--- config.mk ---
export PLATFORM = sky130hd
export DESIGN_NAME = lsu_memif_flat
export DESIGN_NICKNAME = d
export VERILOG_FILES = /design/src/rtl/lsu_memif_if.sv /design/src/rtl/lsu_memif.sv /design/src/flat_wrapper.sv
export SDC_FILE = /design/constraint.sdc
export NUM_CORES = 1
export LEC_CHECK = 0
export ABC_AREA = 1
export CAP_MARGIN = 15
export CELL_PAD_IN_SITES_DETAIL_PLACEMENT = 1
export CELL_PAD_IN_SITES_GLOBAL_PLACEMENT = 2
export CORE_ASPECT_RATIO = 1.1
export CORE_MARGIN = 2
export CORE_UTILIZATION = 30
export CTS_BUF_LIST = sky130_fd_sc_hd__clkbuf_8
export CTS_CLUSTER_SIZE = 25
export DETAILED_ROUTE_END_ITERATION = 6
export HOLD_SLACK_MARGIN = 0.12
export PLACE_DENSITY = 0.82
export SYNTH_ARGS = -nofsm -noshare
export SYNTH_HDL_FRONTEND = slang
export SYNTH_SLANG_ARGS = --single-unit
--- constraint.sdc ---
create_clock -name clk -period 7.2 [get_ports clk]
set_input_delay 1.44 -clock clk [delete_from_list [all_inputs] [get_ports clk]]
set_output_delay 1.44 -clock clk [all_outputs]
set_load 0.01 [all_outputs]
--- src/rtl/lsu_memif_if.sv ---
// Bundle of the pipeline request/response handshake and the data-memory beat port.
// The master modport is the load/store unit; the slave modport is the pipeline plus memory.
interface lsu_memif_if;
  logic        req_valid;
  logic        req_ready;
  logic [3:0]  req_op;
  logic [31:0] req_addr;
  logic [31:0] req_wdata;
  logic        resp_valid;
  logic        resp_ready;
  logic [31:0] resp_data;
  logic        resp_err;
  logic [31:0] mem_addr;
  logic [31:0] mem_wdata;
  logic [3:0]  mem_wstrb;
  logic [31:0] mem_rdata;

  modport master (
    input  req_valid, req_op, req_addr, req_wdata, resp_ready, mem_rdata,
    output req_ready, resp_valid, resp_data, resp_err, mem_addr, mem_wdata, mem_wstrb
  );

  modport slave (
    output req_valid, req_op, req_addr, req_wdata, resp_ready, mem_rdata,
    input  req_ready, resp_valid, resp_data, resp_err, mem_addr, mem_wdata, mem_wstrb
  );
endinterface

--- src/rtl/lsu_memif.sv ---
// Load/store unit: issues aligned word beats for one request at a time, splitting
// word-crossing accesses into two beats, and returns extended load data or an error.
module lsu_memif #(
  parameter int unsigned pMEM_BYTES   = 512,
  parameter bit          pALLOW_SPLIT = 1'b1
) (
  input  logic        clk,
  input  logic        iwnRst,
  lsu_memif_if.master bus
);
  localparam int unsigned DW = 32;
  localparam int unsigned SW = 4;

  typedef enum logic [1:0] {IDLE = 2'd0, ACC0 = 2'd1, ACC1 = 2'd2, RESP = 2'd3} state_e;
  state_e state_q, state_d;

  logic [DW-1:0] ra_q, rd_q, rlo_q;
  logic [3:0]    rop_q;

  logic [DW-1:0] mem_addr_q, mem_addr_d, mem_wdata_q, mem_wdata_d;
  logic [DW-1:0] resp_data_q, resp_data_d;
  logic [SW-1:0] mem_wstrb_q, mem_wstrb_d;
  logic          resp_valid_q, resp_valid_d, resp_err_q, resp_err_d;
  logic          req_ready_q, req_ready_d;

  logic          accept;
  logic [DW-1:0] cur_addr, cur_data, word_base, lo_word, load_result;
  logic [3:0]    cur_op;
  logic [1:0]    off;
  logic [2:0]    nbytes;
  logic [SW-1:0] bmask;
  logic          split, err;
  logic [DW:0]   last_byte;
  logic [2*DW-1:0] wide_data, load_shift;
  logic [2*SW-1:0] wide_strb;

  // In IDLE decode the incoming request so the first beat is ready right after accept.
  assign accept   = (state_q == IDLE) && bus.req_valid && req_ready_q;
  assign cur_addr = (state_q == IDLE) ? bus.req_addr  : ra_q;
  assign cur_data = (state_q == IDLE) ? bus.req_wdata : rd_q;
  assign cur_op   = (state_q == IDLE) ? bus.req_op    : rop_q;

  always_comb begin
    nbytes = 3'd4;
    bmask  = 4'b1111;
    case (cur_op[1:0])
      2'b00:   begin nbytes = 3'd1; bmask = 4'b0001; end
      2'b01:   begin nbytes = 3'd2; bmask = 4'b0011; end
      default: begin nbytes = 3'd4; bmask = 4'b1111; end
    endcase
    off        = cur_addr[1:0];
    split      = (4'(off) + 4'(nbytes)) > 4'd4;
    last_byte  = 33'(cur_addr) + 33'(nbytes) - 33'd1;
    err        = (cur_op[1:0] == 2'b11) || (last_byte >= 33'(pMEM_BYTES)) ||
                 (split && !pALLOW_SPLIT);
    word_base  = {cur_addr[31:2], 2'b00};
    wide_data  = 64'(cur_data) << {off, 3'b000};
    wide_strb  = 8'(bmask) << off;
  end

  // Load merge: low word is live in ACC0, captured by the time ACC1 reads the high word.
  always_comb begin
    lo_word    = (state_q == ACC1) ? rlo_q : bus.mem_rdata;
    load_shift = {bus.mem_rdata, lo_word} >> {off, 3'b000};
    case (cur_op[1:0])
      2'b00:   load_result = cur_op[2] ? 32'(load_shift[7:0])
                                       : {{24{load_shift[7]}}, load_shift[7:0]};
      2'b01:   load_result = cur_op[2] ? 32'(load_shift[15:0])
                                       : {{16{load_shift[15]}}, load_shift[15:0]};
      default: load_result = load_shift[31:0];
    endcase
  end

  always_ff @(posedge clk or negedge iwnRst) begin
    if (!iwnRst) state_q <= IDLE;
    else         state_q <= state_d;
  end

  always_comb begin
    state_d = state_q;
    case (state_q)
      IDLE: if (accept) state_d = err ? RESP : ACC0;
      ACC0: state_d = split ? ACC1 : RESP;
      ACC1: state_d = RESP;
      RESP: if (bus.resp_ready) state_d = IDLE;
      default: state_d = IDLE;
    endcase
  end

  // Next values of the registered outputs, keyed on the transition being taken.
  always_comb begin
    mem_addr_d   = mem_addr_q;
    mem_wdata_d  = mem_wdata_q;
    mem_wstrb_d  = '0;
    resp_data_d  = resp_data_q;
    resp_err_d   = resp_err_q;
    resp_valid_d = (state_d == RESP);
    req_ready_d  = (state_d == IDLE);
    case (state_q)
      IDLE: if (accept) begin
        if (err) begin
          resp_err_d  = 1'b1;
          resp_data_d = '0;
        end else begin
          mem_addr_d = word_base;
          if (cur_op[3]) begin
            mem_wdata_d = wide_data[31:0];
            mem_wstrb_d = wide_strb[3:0];
          end
        end
      end
      ACC0: if (split) begin
        mem_addr_d = word_base + 32'd4;
        if (cur_op[3]) begin
          mem_wdata_d = wide_data[63:32];
          mem_wstrb_d = wide_strb[7:4];
        end
      end else begin
        resp_err_d  = 1'b0;
        resp_data_d = cur_op[3] ? '0 : load_result;
      end
      ACC1: begin
        resp_err_d  = 1'b0;
        resp_data_d = cur_op[3] ? '0 : load_result;
      end
      RESP: if (bus.resp_ready) begin
        resp_err_d  = 1'b0;
        resp_data_d = '0;
      end
      default: ;
    endcase
  end

  always_ff @(posedge clk or negedge iwnRst) begin
    if (!iwnRst) begin
      ra_q         <= '0;
      rd_q         <= '0;
      rop_q        <= '0;
      rlo_q        <= '0;
      mem_addr_q   <= '0;
      mem_wdata_q  <= '0;
      mem_wstrb_q  <= '0;
      resp_data_q  <= '0;
      resp_err_q   <= 1'b0;
      resp_valid_q <= 1'b0;
      req_ready_q  <= 1'b1;
    end else begin
      if (accept) begin
        ra_q  <= bus.req_addr;
        rd_q  <= bus.req_wdata;
        rop_q <= bus.req_op;
      end
      if (state_q == ACC0) rlo_q <= bus.mem_rdata;
      mem_addr_q   <= mem_addr_d;
      mem_wdata_q  <= mem_wdata_d;
      mem_wstrb_q  <= mem_wstrb_d;
      resp_data_q  <= resp_data_d;
      resp_err_q   <= resp_err_d;
      resp_valid_q <= resp_valid_d;
      req_ready_q  <= req_ready_d;
    end
  end

  assign bus.req_ready  = req_ready_q;
  assign bus.resp_valid = resp_valid_q;
  assign bus.resp_data  = resp_data_q;
  assign bus.resp_err   = resp_err_q;
  assign bus.mem_addr   = mem_addr_q;
  assign bus.mem_wdata  = mem_wdata_q;
  assign bus.mem_wstrb  = mem_wstrb_q;
endmodule

--- src/flat_wrapper.sv ---
// flat-port wrapper written by rule: the top's interface ports become plain ports
module lsu_memif_flat 
#(
  parameter int unsigned pMEM_BYTES   = 512,
  parameter bit          pALLOW_SPLIT = 1'b1
)
  (clk, iwnRst, bus_req_valid, bus_req_op, bus_req_addr, bus_req_wdata, bus_resp_ready, bus_mem_rdata, bus_req_ready, bus_resp_valid, bus_resp_data, bus_resp_err, bus_mem_addr, bus_mem_wdata, bus_mem_wstrb);
  lsu_memif_if bus_i ();
  input  logic clk;
  input  logic iwnRst;
  input wire logic [$bits(bus_i.req_valid)-1:0] bus_req_valid;
  input wire logic [$bits(bus_i.req_op)-1:0] bus_req_op;
  input wire logic [$bits(bus_i.req_addr)-1:0] bus_req_addr;
  input wire logic [$bits(bus_i.req_wdata)-1:0] bus_req_wdata;
  input wire logic [$bits(bus_i.resp_ready)-1:0] bus_resp_ready;
  input wire logic [$bits(bus_i.mem_rdata)-1:0] bus_mem_rdata;
  output wire logic [$bits(bus_i.req_ready)-1:0] bus_req_ready;
  output wire logic [$bits(bus_i.resp_valid)-1:0] bus_resp_valid;
  output wire logic [$bits(bus_i.resp_data)-1:0] bus_resp_data;
  output wire logic [$bits(bus_i.resp_err)-1:0] bus_resp_err;
  output wire logic [$bits(bus_i.mem_addr)-1:0] bus_mem_addr;
  output wire logic [$bits(bus_i.mem_wdata)-1:0] bus_mem_wdata;
  output wire logic [$bits(bus_i.mem_wstrb)-1:0] bus_mem_wstrb;
  assign bus_i.req_valid = bus_req_valid;
  assign bus_i.req_op = bus_req_op;
  assign bus_i.req_addr = bus_req_addr;
  assign bus_i.req_wdata = bus_req_wdata;
  assign bus_i.resp_ready = bus_resp_ready;
  assign bus_i.mem_rdata = bus_mem_rdata;
  assign bus_req_ready = bus_i.req_ready;
  assign bus_resp_valid = bus_i.resp_valid;
  assign bus_resp_data = bus_i.resp_data;
  assign bus_resp_err = bus_i.resp_err;
  assign bus_mem_addr = bus_i.mem_addr;
  assign bus_mem_wdata = bus_i.mem_wdata;
  assign bus_mem_wstrb = bus_i.mem_wstrb;
  lsu_memif #(.pMEM_BYTES(pMEM_BYTES), .pALLOW_SPLIT(pALLOW_SPLIT)) u_core (.clk(clk), .iwnRst(iwnRst), .bus(bus_i));
endmodule
==> summary.md, run 1 <==
| Metric | Value |
|---|---|
| Setup Fix Bufs, Post-CTS | `0` |
| Status | `finished clean` |
| Number of flops mapped to enable cells by yosys | `0` |
| HP Start | `u_core.bus.resp_data[2]` |
| Mapped cell area | `15000 um^2` |
| H-Tree Depth | `2` |
| HPWL after DPL | `41.8 mm` |
| CORE AREA | `between 40000 and 50000 um^2` |
| Clk_lat worst skew | `roughly 570 ps` |
| Wire per inst | `around 18 um` |
| Final setup viols | `0` |
| Max Freq | `0.180 GHz` |
| Die width | `between 200 and 250 um` |
| Nets | `between 2k and 3k` |
| Most used cell, CP | `nand2_1` |
| Hold_buf cts | `0` |
| Reg2Reg Setup Slack | `about 1700 ps` |
| Clk root buf | `clkbuf_8` |
| Sequential Area | `just over 5000 um^2` |
| Vias in the first global route | `15.5k` |
| First-pass GRT wire length | `between 80 and 90 mm` |
| DRC | `0` |
| Fillers | `between 6k and 7k` |
| Syn-to-layout area delta | `21.3%` |
| Final hold violation count | `0` |
| Worst-path clk slew | `~50 ps` |
| CTS buffer count | `38` |
| Slew margin rel. | `0.258` |
| Peak per-stage delay on the critical path | `about 460 ps` |
| Drt via density | `around 4.9` |
| Crit path from | `bus_req_op[1]` |
| YS warnings | `0` |
| Unrepaired setup endpoints after global routing | `false` |
| Share of cells above drive strength 1 | `0.0579` |
| Final TNS setup | `0 ps` |
| Synth Flop Type | `dfrtp_1` |
| DR vias | `roughly 15k` |
| Post-synth ARST share | `1.00` |
| Max Buffers Root-to-Sink | `3` |
| Register area share after synthesis | `0.338` |
| #FFs+latches synth | `203` |
| ANT nets after route | `0` |
| Initial core utilization | `0.302` |
| Ports | `207` |
| Worst path buffer plus inverter count | `5` |
| Total global routing overflow | `0` |
| DR pass1 iterations | `4` |
| Worst Tran Pin Value | `between 1000 and 1500 ps` |
| Die span in y | `approximately 240 um` |
| Crit. End Element | `flip-flop` |
| Clock period minus worst slack | `5550 ps` |
| Post-synthesis cell count | `2256` |
| Post-cts resize count | `0` |
| I/O Buffers | `204` |
| Initial antenna violation count | `0` |
| Top delay family on crit path | `simple AND/OR/NAND/NOR gates` |
| Footprint of the multi-input gates | `just over 8000 um^2` |
| Synthesized area per cell | `6.66 um^2` |
| Slew Limit Fails | `0` |
| CP arrival | `~6000 ps` |
| Hold Crit Class | `flip-flop to flip-flop` |
| Die Area | `~52000 um^2` |
| Iter 0 DRT Violations | `957` |
| WL final | `approximately 54 mm` |
| CP startpoint kind | `primary input` |
| Worst Skew | `16.7 ps` |
| Largest net degree at the start of global routing | `between 100 and 150` |
| Number of max-cap violations | `0` |
| GRT Util Overall | `0.210` |
| Standard-cell rows | `between 80 and 90` |
| Worst path slowest cell | `clkdlybuf4s50_1` |
| GPL Wtd Cong | `approximately 0.88` |
| Part of the cycle the worst path needs | `0.770` |
| Antenna Cells | `0` |
| Yosys cell types | `56` |
| CTS tree | `built` |
| Worst Hold Slack | `between 400 and 500 ps` |
| Crit-path max FO | `64` |
| Worst EP required | `7650 ps` |
| Crit Path Class | `primary input to flip-flop` |
| Clock Sinks | `203` |
| R2R Path Start | `u_core.state_q[0]` |
final timing paths:
kind,endpoint,cells after the start
max,u_core.bus.mem_addr[28],28
min,u_core.bus.resp_data[2],2
max reg2reg,u_core.bus.mem_addr[28],22
min reg2reg,u_core.bus.resp_data[2],2
max in group asynchronous,u_core.rd_q[31],2
min in group asynchronous,u_core.bus.mem_wdata[14],1
Yosys cell counts, types with 2 or more instances:
cell / n / share of area
nand4_1: 16 / 0.0067
and2_1: 2 / 0.00083
nor2_4: 5 / 0.0037
dfrtp_1: 202 / 0.34
a32o_1: 7 / 0.0047
clkbuf_8: 6 / 0.0055
nor3_1: 5 / 0.0017
nand3_4: 2 / 0.0023
clkbuf_1: 62 / 0.015
a21oi_1: 44 / 0.015
o211ai_1: 13 / 0.0065
buf_8: 7 / 0.0070
o22ai_1: 17 / 0.0071
o21ai_1: 3 / 0.0010
o21bai_1: 4 / 0.0020
buf_6: 8 / 0.0060
nand2_4: 2 / 0.0015
nand2_2: 32 / 0.013
a31oi_1: 2 / 0.00083
nand3_2: 2 / 0.0013
inv_1: 312 / 0.078
a211oi_1: 3 / 0.0015
buf_2: 5 / 0.0017
fa_1: 2 / 0.0027
o221ai_1: 23 / 0.013
buf_1: 12 / 0.0030
a22oi_1: 2 / 0.0010
o21ai_0: 249 / 0.083
inv_2: 6 / 0.0015
nand3_1: 152 / 0.051
nand2_1: 773 / 0.19
nand3b_1: 8 / 0.0040
buf_4: 5 / 0.0025
nor2_1: 136 / 0.034
nand2_8: 2 / 0.0027
ha_1: 67 / 0.056
xor2_1: 31 / 0.018
and3_1: 2 / 0.00083
nor2_2: 8 / 0.0033
cell type report:
type,count,share of cell area
inverter,319,0.0657
clock buffer,48,0.0363
multi-input combinational,1629,0.448
tap,660,0.0453
sequential,203,0.279
clock inverter,15,0.00646
timing repair buffer,221,0.119
routing by layer:
metal | GRT usage | wire length, um | share of wire | vias to the layer above
met5 | 0 | 0 | 0 | -
met4 | 0.0490 | 971 | 0.018 | 0
met3 | 0.0256 | 1530 | 0.028 | 54
met2 | 0.374 | 27200 | 0.50 | 225
met1 | 0.271 | 24700 | 0.45 | 7314
li1 | - | - | - | 7439
cells in the final DEF (no fill, tap or decap), types with 5 or more instances in the layout:
cell             count
nand2_2             32
nand2_1            773
clkdlybuf4s50_1    203
ha_1                65
a21oi_1             44
buf_4               17
nor3_1               5
xor2_1              31
o211ai_1            13
o22ai_1             17
inv_1              322
dfrtp_1            202
nor2_4               5
nand3_1            151
a32o_1               7
nor2_1             136
o21ai_0            249
nor2_2               8
nand3b_1             8
clkbuf_8            49
o221ai_1            23
inv_2                6
nand4_1             16
through the flow:
| stage | setup slack, ps | instance area, um^2 | cells | util |
|---|---|---|---|---|
| global placement | 1300 | 17400 | 3032 | 0.350 |
| CTS | 1620 | 18200 | 3095 | 0.366 |
| global route | 897 | 18200 | 3095 | 0.366 |
| detailed placement | 1050 | 17400 | 3032 | 0.350 |
| floorplan | 2320 | 15000 | 2257 | - |
| finish | 1650 | 18200 | 3095 | 0.366 |
cells by family after synthesis:
| family | share of synthesized area |
|---|---|
| adders and majority gates | 0.0585 |
| other | 0.000250 |
| AOI/OAI and AO/OA | 0.139 |
| xor gates and xnor gates | 0.0187 |
| and+or+nand+nor | 0.324 |
| buffers and inverters | 0.121 |
| DFF | 0.338 |
tightest hold or removal path, delay by kind of cell (launching register included):
family	cells	cell delay, ps
flops	1	340
simple gates	2	100
state kept, by name, summed over array words and instances (netlist names), 2 cells and up:
name,count
u_core.bus.mem_wstrb,4
u_core.state_q,2
u_core.rop_q,4
u_core.bus.mem_wdata,32
u_core.bus.resp_data,32
u_core.ra_q,32
u_core.rlo_q,32
u_core.bus.mem_addr,30
u_core.rd_q,32
Power of run 1 is left out: the tool's default activity adds up to more than one toggle a clock period on the data nets, which glitch-free logic cannot reach.
==> inputs of run 2 (changes only) <==
==> constraint.sdc (replaced) <==
create_clock -name clk -period 5.3 [get_ports clk]
set_input_delay 1.06 -clock clk [delete_from_list [all_inputs] [get_ports clk]]
set_output_delay 1.06 -clock clk [all_outputs]
set_load 0.01 [all_outputs]
==> run 2 against run 1 <==
Net effect: critical path depth shrank 4; flip-flop and latch count is the same; final area grew 1.0%; worst hold slack lost 0.79 ps; first-iteration DRC count shrank 14%; non-clock buffer count grew 17; routed wire length grew 0.68%; final cell count grew 0.68%; core utilization grew 0.37 points; sequential share of layout area shrank 0.28 points; die area is the same; critical endpoint is now u_core.bus.mem_addr[4]; largest cell class unchanged.
==> summary.md, run 2 (synthesized netlist as in run 1, its figures left out) <==
| Metric | Value |
|---|---|
| CORE AREA | `49800 um^2 (unchanged)` |
| Worst EP required | `5780 ps (-1870 ps)` |
| Max Buffers Root-to-Sink | `3 (unchanged)` |
| Final setup viols | `0 (unchanged)` |
| Crit. End Element | `flip-flop` |
| Die Area | `51900 um^2 (unchanged)` |
| Cells on worst reg2reg path | `24 (+9.1%)` |
| First-pass GRT wire length | `88.4 mm (+2.0%)` |
| Clk_lat worst skew | `600 ps (+30 ps)` |
| ANT nets after route | `0 (unchanged)` |
| CP startpoint kind | `flip-flop` |
| Slew margin rel. | `0.240 (-0.0177)` |
| HPWL after DPL | `42.2 mm (+1.1%)` |
| Crit Path Class | `flip-flop to flip-flop` |
| Initial core utilization | `0.302 (unchanged)` |
| Largest net degree at the start of global routing | `110 (+1.9%)` |
| DR vias | `15.1k (+0.76%)` |
| Syn-to-layout area delta | `22.5%` |
| Most common cell after layout, fill and taps aside | `nand2_1` |
| Hold Crit Class | `flip-flop to flip-flop` |
| Clk root buf | `clkbuf_8` |
| Share of cells above drive strength 1 | `0.0648 (+0.00686)` |
| GRT Util Overall | `0.214 (+0.00341)` |
| Commonest cells after routing, fill and taps aside | `nand2_1, inv_1, o21ai_0` |
| Standard-cell rows | `86 (unchanged)` |
| HP Start | `u_core.bus.resp_data[28]` |
| Number of max-cap violations | `0 (unchanged)` |
| Setup Fix Bufs, Post-CTS | `0 (unchanged)` |
| Status | `finished clean` |
| R2R Path Start | `u_core.state_q[0]` |
| Die width | `217 um (unchanged)` |
| Initial antenna violation count | `1 (+1)` |
| Crit path from | `u_core.state_q[0]` |
| Worst Skew | `30.5 ps (+13.8 ps)` |
| CTS tree | `built` |
| Drt via density | `4.86 (about the same)` |
| Vias in the first global route | `16.1k (+3.3%)` |
| Die span in y | `239 um (unchanged)` |
| GPL Wtd Cong | `0.893 (+1.3%)` |
| Slew Limit Fails | `0 (unchanged)` |
| Post-cts resize count | `0 (unchanged)` |
| Hold_buf cts | `0 (unchanged)` |
| Nets | `2603 (+0.70%)` |
| WL final | `54.8 mm (+0.68%)` |
| Worst Hold Slack | `470 ps (-0.786 ps)` |
| Total global routing overflow | `0 (unchanged)` |
| Iter 0 DRT Violations | `819 (-14%)` |
| Max Freq | `0.208 GHz` |
| CP arrival | `5290 ps (-710 ps)` |
| H-Tree Depth | `2 (unchanged)` |
| Fillers | `6339 (unchanged)` |
| Unrepaired setup endpoints after global routing | `false` |
| Clock period minus worst slack | `between 4000 and 5000 ps` |
| Worst-path clk slew | `70 ps (+20 ps)` |
| Final hold violation count | `0 (unchanged)` |
| CTS buffer count | `39 (+2.6%)` |
| Clock Sinks | `203 (unchanged)` |
| Sequential Area | `5080 um^2 (unchanged)` |
| DR pass1 iterations | `5 (+1)` |
| Worst Tran Pin Value | `1140 ps (+26.5 ps)` |
| Footprint of the multi-input gates | `8160 um^2 (unchanged)` |
| DRC | `0 (unchanged)` |
| Part of the cycle the worst path needs | `0.909` |
| Crit-path max FO | `32 (-50%)` |
| Ports | `207 (unchanged)` |
| Wire per inst | `17.6 um (about the same)` |
| I/O Buffers | `204 (unchanged)` |
| WHS Path Cells | `2 (unchanged)` |
-- run 2: cell count changes in the layout (fill, tap and decap cells not counted) --
cell        before  now
clkinv_2         1    2
buf_12           0    3
clkbuf_8        49   50
buf_4           17   31
inv_1          322  324
diode_2          0    1
clkinvlp_4       2    1
-- run 2: cell type report --
class / instances / share of cell area
sequential: 203 / 0.276
timing repair buffer: 238 / 0.127
tap: 660 / 0.0449
clock buffer: 49 / 0.0366
inverter: 319 / 0.0651
multi-input combinational: 1629 / 0.443
antenna: 1 / 0.000136
clock inverter: 17 / 0.00666
-- run 2: critical path, cell delays in order (launching register included) --
cell and delay (ps):
dfrtp_1 430, inv_1 160, ha_4 450, buf_4 350, nand2_1 80, o21ai_0 250
inv_1 180, ha_1 460, nand2_2 110, nor2_1 300, nand2_1 120, inv_1 80
nand2_1 60, nand2_1 140, nand4_1 140, nand2_1 90, nand2_1 50, nand2_1 130
nand2_1 80, nor2_1 200, nand3_4 140, nand2_8 170, nand2_4 270, nand2_1 150
nand2_1 60
-- run 2: stage by stage --
step | TNS, ps | setup slack, ps | std cells | utilization | instance area (um^2)
after floorplan | 0 | 797 | 2257 | - | 15000
after global placement | 0 | 148 | 3049 | 0.353 | 17600
after detailed placement | -920 | -56.1 | 3049 | 0.353 | 17600
after CTS | 0 | 409 | 3115 | 0.369 | 18400
after global routing | 0 | 85.3 | 3116 | 0.369 | 18400
final | 0 | 485 | 3116 | 0.369 | 18400
-- run 2: final timing paths --
check                                                 to  slack, ps
worst max-delay path              u_core.bus.mem_addr[4]        480
worst min-delay path            u_core.bus.resp_data[28]        470
worst max register to register    u_core.bus.mem_addr[4]        480
worst min register to register  u_core.bus.resp_data[28]        470
max in group asynchronous               u_core.rlo_q[18]       3450
min in group asynchronous                u_core.rd_q[22]        560
-- run 2: per-layer routing --
metal / up-vias / track usage / wire length (um)
li1: 7473 / - / -
met1: 7332 / 0.265 / 24200
met2: 265 / 0.386 / 27500
met3: 76 / 0.0262 / 1930
met4: 0 / 0.0641 / 1230
met5: - / 0 / 0
Power of run 2 is left out for the same reason.
